File: config.mk
export PLATFORM = sky130hd
export DESIGN_NAME = musb_div_ctrl
export DESIGN_NICKNAME = d
export VERILOG_FILES = /design/src/rtl/musb_div_pkg.sv /design/src/rtl/musb_hilo.sv /design/src/rtl/musb_div_ctrl.sv
export SDC_FILE = /design/constraint.sdc
export NUM_CORES = 1
export LEC_CHECK = 0
export BUFFER_PORTS_ARGS = -buffer_cell sky130_fd_sc_hd__buf_2
export CAP_MARGIN = 20
export CORE_AREA = 8 8 142 144
export CTS_CLUSTER_SIZE = 8
export DETAILED_ROUTE_END_ITERATION = 10
export DIE_AREA = 0 0 150 152
export GPL_ROUTABILITY_DRIVEN = 0
export PLACE_DENSITY = 0.65
export SYNTH_ARGS = -nofsm -noshare
export SYNTH_HDL_FRONTEND = slang
export SYNTH_HIERARCHICAL = 1
export SYNTH_SLANG_ARGS = --single-unit
File: constraint.sdc
create_clock -name clk -period 6.7 [get_ports clk]
set_clock_uncertainty 0.1 [all_clocks]
set_input_delay 2.01 -clock clk [delete_from_list [all_inputs] [get_ports clk]]
set_output_delay 2.01 -clock clk [all_outputs]
set_load 0.1 [all_outputs]
File: src/rtl/musb_div_pkg.sv
// Shared definitions for the divide sequencer and its HI/LO register pair.
// Latency: n/a (types, constants and a helper only).
// Backpressure: n/a.
package musb_div_pkg;

  // Sequencer states; encodings are fixed so waveforms and debug tools agree.
  typedef enum logic [1:0] {
    IDLE  = 2'd0,
    START = 2'd1,
    WAIT  = 2'd2,
    DIVZ  = 2'd3
  } state_t;

  // LO value written when the divisor is zero and no exception is raised.
  localparam logic [31:0] DIVZ_QUOTIENT = 32'hFFFF_FFFF;

  // The divider returns an unsigned remainder magnitude; the MIPS remainder
  // takes the sign of the dividend, so negate it when the dividend was negative.
  function automatic logic [31:0] fix_remainder(input logic neg, input logic [31:0] mag);
    return neg ? (32'd0 - mag) : mag;
  endfunction

endpackage

File: src/rtl/musb_hilo.sv
// HI/LO register pair: MTHI/MTLO writes take priority over divide results per register.
// Latency: one cycle from write enable to register output.
// Backpressure: none; writes are accepted every cycle.
module musb_hilo (
  input  logic        clk,
  input  logic        rst,
  input  logic        hi_we,
  input  logic        lo_we,
  input  logic [31:0] mt_data,
  input  logic        res_we,
  input  logic [31:0] res_hi,
  input  logic [31:0] res_lo,
  output logic [31:0] hi,
  output logic [31:0] lo
);

  // HI register: a move-to write beats a coincident divide result.
  always_ff @(posedge clk or negedge rst) begin
    if (!rst) begin
      hi <= 32'd0;
    end else if (hi_we) begin
      hi <= mt_data;
    end else if (res_we) begin
      hi <= res_hi;
    end
  end

  // LO register: same priority as HI, decided independently.
  always_ff @(posedge clk or negedge rst) begin
    if (!rst) begin
      lo <= 32'd0;
    end else if (lo_we) begin
      lo <= mt_data;
    end else if (res_we) begin
      lo <= res_lo;
    end
  end

endmodule

File: src/rtl/musb_div_ctrl.sv
// Divide sequencer: accepts DIV/DIVU, pulses the divider start, captures HI/LO (MUSB_DIV_ZERO_EXC_EN raises exc on /0).
// Latency: result and done 35 cycles after accept; divide-by-zero resolves in 2 cycles.
// Backpressure: req_ready only in IDLE without flush; flush cancels the in-flight op with no write.
module musb_div_ctrl
  import musb_div_pkg::*;
(
  input  logic        clk,
  input  logic        rst,
  input  logic        req_valid,
  input  logic        req_signed,
  input  logic [31:0] req_a,
  input  logic [31:0] req_b,
  output logic        req_ready,
  input  logic        flush,
  input  logic        hi_we,
  input  logic        lo_we,
  input  logic [31:0] mt_data,
  output logic        div_op_divs,
  output logic        div_op_divu,
  output logic [31:0] div_dividend,
  output logic [31:0] div_divisor,
  input  logic [31:0] div_quotient,
  input  logic [31:0] div_remainder,
  input  logic        div_stall,
  output logic [31:0] hi,
  output logic [31:0] lo,
  output logic        busy,
  output logic        done,
  output logic        exc_div_zero
);

  state_t      state, state_nxt;
  logic [31:0] a_q, b_q;
  logic        signed_q, sign_a_q;
  logic        done_q, done_d;
  logic        res_we;
  logic [31:0] res_hi, res_lo;
  logic        accept;

  // Reset gating keeps the request side closed while the block is held in reset.
  assign req_ready    = rst && (state == IDLE) && !flush;
  assign accept       = req_valid && req_ready;
  assign busy         = (state != IDLE);
  assign done         = done_q;
  assign div_dividend = a_q;
  assign div_divisor  = b_q;

`ifdef MUSB_DIV_ZERO_EXC_EN
  logic exc_q, exc_d;
  assign exc_div_zero = exc_q;
`else
  assign exc_div_zero = 1'b0;
`endif

  // Capture operands and dividend sign on the accept handshake.
  always_ff @(posedge clk or negedge rst) begin
    if (!rst) begin
      a_q      <= 32'd0;
      b_q      <= 32'd0;
      signed_q <= 1'b0;
      sign_a_q <= 1'b0;
    end else if (accept) begin
      a_q      <= req_a;
      b_q      <= req_b;
      signed_q <= req_signed;
      sign_a_q <= req_signed && req_a[31];
    end
  end

  // State register.
  always_ff @(posedge clk or negedge rst) begin
    if (!rst) begin
      state <= IDLE;
    end else begin
      state <= state_nxt;
    end
  end

  // Completion pulses are registered so they line up with the new HI/LO values.
  always_ff @(posedge clk or negedge rst) begin
    if (!rst) begin
      done_q <= 1'b0;
`ifdef MUSB_DIV_ZERO_EXC_EN
      exc_q  <= 1'b0;
`endif
    end else begin
      done_q <= done_d;
`ifdef MUSB_DIV_ZERO_EXC_EN
      exc_q  <= exc_d;
`endif
    end
  end

  // Next-state, divider start pulse and result-write decode.
  always_comb begin
    state_nxt   = state;
    div_op_divs = 1'b0;
    div_op_divu = 1'b0;
    res_we      = 1'b0;
    res_hi      = 32'd0;
    res_lo      = 32'd0;
    done_d      = 1'b0;
`ifdef MUSB_DIV_ZERO_EXC_EN
    exc_d       = 1'b0;
`endif
    case (state)
      IDLE: begin
        if (accept) begin
          state_nxt = (req_b == 32'd0) ? DIVZ : START;
        end
      end
      START: begin
        // The start pulse fires even if flushed; the divider is simply restarted later.
        div_op_divs = signed_q;
        div_op_divu = !signed_q;
        state_nxt   = flush ? IDLE : WAIT;
      end
      WAIT: begin
        if (flush) begin
          state_nxt = IDLE;
        end else if (!div_stall) begin
          res_we    = 1'b1;
          res_lo    = div_quotient;
          res_hi    = fix_remainder(sign_a_q, div_remainder);
          done_d    = 1'b1;
          state_nxt = IDLE;
        end
      end
      DIVZ: begin
        state_nxt = IDLE;
        if (!flush) begin
`ifdef MUSB_DIV_ZERO_EXC_EN
          exc_d  = 1'b1;
`else
          res_we = 1'b1;
          res_lo = DIVZ_QUOTIENT;
          res_hi = a_q;
          done_d = 1'b1;
`endif
        end
      end
      default: state_nxt = IDLE;
    endcase
  end

  musb_hilo u_hilo (
    .clk     (clk),
    .rst     (rst),
    .hi_we   (hi_we),
    .lo_we   (lo_we),
    .mt_data (mt_data),
    .res_we  (res_we),
    .res_hi  (res_hi),
    .res_lo  (res_lo),
    .hi      (hi),
    .lo      (lo)
  );

endmodule

Yosys cells after proc, flatten, opt, wreduce, memory -nomap -nowiden. Cells that the tools add are included. W data, S select, Z words.

Bits in registers: 133. Input port bits: 168. Output and inout port bits: 134.

Add/subtract/negate cells: 1. Eq/ne operators: 5. Mux-type cells: 25. Reduce and logical (&&, ||, !) cells: 12.

Operators by type and width (count): $mux W32 (11); $pmux W32 S2 (2); $logic_not A32 Y1 (1); $sub A1 B32 Y32 const A (1); $mux W2 (5); $pmux W2 S4 (1); $reduce_bool A2 Y1 (3); $mux W1 (5); $eq A2 B2 Y1 const B (2); $logic_and A1 B1 Y1 (4); $ne A3 B3 Y1 const B (1); $eq A2 B1 Y1 const B (1); $logic_not A1 Y1 (2); $logic_not A2 Y1 (1); $ne A2 B2 Y1 const B (1); $pmux W1 S2 (1); $reduce_and A2 Y1 (1).

Longest topological paths before layout.
Word-level depth: 7. Gate-level depth with buffers: 9. Mapped depth without buffers: 9.

Hierarchy. The synthesis kept the hierarchy.

Modules (own cells, without submodules): musb_div_ctrl (instances 1, cells an instance 401, area an instance 3976.3 µm², sequential area each 1726.7 µm²); musb_hilo (instances 1, cells an instance 277, area an instance 2996.6 µm², sequential area each 1601.5 µm²).

Least setup slack after synthesis. No wires, ideal clock.

Kind: input port to output port. Start point: input port flush. End point: output port req_ready. Arrival: 3.233 ns. Data required time: 4.590 ns. Path slack: 1.357 ns. Cell stages on the path: 1. Path through: nor3b_2.

Cells in the longest elaborated chain, start to end: 2.

Ends and longest elaborated chain: start, declared (RTL line musb_div_ctrl.sv:14) `input logic flush,`; $logic_not A1 Y1; $logic_and A1 B1 Y1 (RTL line musb_div_ctrl.sv:41) `assign req_ready = rst && (state == IDLE) && !flush;`; end, declared (RTL line musb_div_ctrl.sv:13) `output logic req_ready,`.

Every way passes these cells.

Final worst setup path.
Start point: input port rst. End point: output port req_ready.

Cells in the longest elaborated chain, start to end: 2.

Ends and longest elaborated chain: start, declared (RTL line musb_div_ctrl.sv:8) `input logic rst,`; $logic_and A1 B1 Y1 (2 in series) (RTL line musb_div_ctrl.sv:41).

Every way passes these cells.

==> summary.md <==
| Metric | Value |
|---|---|
| Vias post-DR | ~6,000 |
| Crit path cell chain | buf_6 > nor3b_2 > buf_2 |
| Setup TNS | 0 ns |
| Fin util | 51.4% |
| Clk sinks | between 100 and 150 |
| Die Wd | ~150 um |
| First-pass GRT wire length | between 30,000 and 40,000 um |
| Residual DRC | 0 |
| Worst Path Arrival | ~3.1 ns |
| Routed Antenna Nets | 0 |
| Clock Tree Buf Depth | 2 |
| Root Driver | clkbuf_16 |
| Met2 wire length | 10,500 um |
| Element type at the critical path start | primary input |
| Layout area overhead | 31.1% |
| Avg Cell Area, Syn | 10.3 sq um |
| Hold path depth | 1 |
| Post-synth EDFFs | 0 |
| Synth Flop Type | dfrtp_1 |
| Pwr Total | between 3 and 4 mW |
| Crit path kind | primary input to output pin |
| Die Y | approximately 150 um |
| Largest net degree at the start of global routing | 70 |
| Multi-input gate area | 0.00334 sq mm |
| Pre-antenna DRT Iters | 4 |
| Register-to-Register Path Depth | 7 |
| Synthesized area | approximately 0.007 sq mm |
| PwrDens | between 300 and 400 mW/mm^2 |
| Critical Path Max Stage Delay | ~0.48 ns |
| FF+latch count, synth | approximately 130 |
| Post-route insts no fill | roughly 1,200 |
| Layout net count | roughly 1,100 |
| Setup crit end kind | output pin |
| Post-CTS Hold Buffers | 0 |
| Post-DP Area | about 0.0085 sq mm |
| Port Buffers | 300 |
| Met3 wire len | 2260 um |
| H-Tree Depth | 4 |
| Netlist cell types | 43 |
| Dpl cells | ~1,200 |
| CTS Buf Count | 17 |
| Clock Latency Late Sink | about 0.41 ns |
| Slew margin rel. | between 20% and 30% |
| Antenna violations before repair | 8 |
| RSZ-0062 raised after global routing | false |
| Worst Max-Slew Pin Slew | about 1.1 ns |
| Crit Path Max Fanout | 37 |
| Leak | approximately 4.4 nW |
| Tmin final | between 5 and 6 ns |
| Layout cells sized above 1 | a little over two fifths |
| DP HPWL | 17,700 um |
| Fillers | around 1,700 |
| Avg WL per Cell | 19.3 um |
| I/O Pins | around 300 |
| CTS tree | yes |
| Syn Inst Count | 678 |
| Design area | approximately 0.009 sq mm |
| Cell Rows | slightly below 50 |
| Highest Signal Layer | met5 |
| Total Wirelength | approximately 23,000 um |
| GRT Total Usage | 20.0% |
| Core Region | approximately 0.018 sq mm |
| Synth warn | 6 |
| Critical Path RT | 4.59 ns |
| Finish-stage setup viols | 0 |
| Post-cts sizing count | 0 |
| Initial Util | 39.2% |
| Final Hold Fails | 0 |
| Status | finished clean |
| Sequential cell area fraction in the yosys report | 47.7% |
| Total grt overflow | 0 |
| Post-CTS Setup Bufs | 0 |
| Max cap viols | 0 |
| DR vias/cell | around 5.1 |
| Worst IR Drop VDD | ~0.24 mV |
| Register area | 0.00333 sq mm |
| Die area | approximately 0.023 sq mm |
| Final period utilization | roughly four fifths |
| Fmax | 0.191 GHz |
| Final Max Slew Viols | 0 |
| Hold crit path type | flip-flop to flip-flop |
| Synth Net Count | roughly 850 |
| Clock transition at the registers of the reported paths | ~0.06 ns |
| Vias in the first global route | between 6,000 and 7,000 |
| Synth async-reset ratio | between 90% and 100% |
| M1 wire length | 9980 um |
| CP max-delay cell | buf_2 |
| Initial DRC Count | about 260 |
==> worst max-delay path: cells and delay by family <==
family,cells,cell delay (ns)
buf+inv,2,0.75
simple gates,1,0.33
==> sequential cells by signal, indices dropped and copies added, names as in the netlist <==
name,count
div_dividend,32
div_divisor,32
done,1
sign_a_q,1
signed_q,1
state,2
u_hilo/hi,32
u_hilo/lo,32
==> power by group <==
group	total (mW)	internal [mW]	switching, mW
Combinational	1.38	0.245	1.14
Clock	0.963	0.590	0.373
Sequential	1.01	0.928	0.0867
==> area by class of cell <==
type	count	share of cell area, %
diodes	5	0.137
clock buffers	18	4.69
clock inverters	14	1.93
inverters	5	0.205
multi-input cells	493	36.5
flip-flops and latches	133	36.4
well taps	229	3.13
repair buffers	306	17.0
==> logic make-up after synthesis <==
kind of cell	synth area share [%]
AND/OR/NAND/NOR	13.2
flip-flops	47.7
multiplexers	19.8
AO/OA/AOI/OAI	10.6
buffers and inverters	4.74
XOR/XNOR	3.64
adder cells (fa/ha/maj)	0.179
other	0.0538
==> final timing paths <==
path / startpoint / to / slack [ns]
hold / removal: div_divisor[26]$_DFFE_PN0P_ / div_divisor[26]$_DFFE_PN0P_ / 0.40
max in group asynchronous: rst / u_hilo/hi[2]$_DFFE_PN0P_ / 4.09
hold reg to reg: div_divisor[26]$_DFFE_PN0P_ / div_divisor[26]$_DFFE_PN0P_ / 0.40
min in group asynchronous: rst / div_divisor[5]$_DFFE_PN0P_ / 1.37
setup / recovery: rst / req_ready / 1.47
setup reg to reg: state[1]$_DFFE_PN0P_ / u_hilo/lo[16]$_DFFE_PN0P_ / 3.48
==> layout by cell type, fill, tap and decap left out, drive strengths merged, types with 4 or more instances in the layout <==
cell type,synthesis,layout
xor2,18,18
diode,0,5
nand2b,4,4
xnor2,11,11
o41ai,9,9
mux2i,65,65
o31ai,11,11
o21ai,93,93
nor3,4,4
nand4,4,4
or4,5,5
dfrtp,133,133
clkbuf,25,18
inv,5,9
nand2,160,160
a22o,10,10
mux2,65,65
buf,22,306
nor2,5,5
nor4,11,11
clkinv,0,5
==> per-stage QoR <==
step	hold slack, ns	setup slack [ns]
3_5_place_dp	0.388	1.44
4_1_cts	0.402	1.43
2_1_floorplan	0.403	1.36
6_report	0.399	1.47
3_3_place_gp	0.383	1.45
5_1_grt	0.406	1.34
==> layer usage <==
layer  GRT usage (%)  vias to the layer above
met5               0                        -
met4            7.43                        6
met3            7.54                       33
met2            30.9                      229
met1            24.8                     2875
li1                -                     2940
==> synthesized netlist by cell type, drive strengths merged (9+ instances only) <==
master | number | share of area [%]
nand2 | 160 | 8.6
dfrtp | 133 | 48
o21ai | 93 | 6.7
mux2 | 65 | 10
mux2i | 65 | 9.3
clkbuf | 25 | 1.3
buf | 22 | 3.1
xor2 | 18 | 2.3
nor4 | 11 | 1.1
o31ai | 11 | 1.2
xnor2 | 11 | 1.4
a22o | 10 | 1.3
o41ai | 9 | 1.1
(Power assumes the default switching activity.)
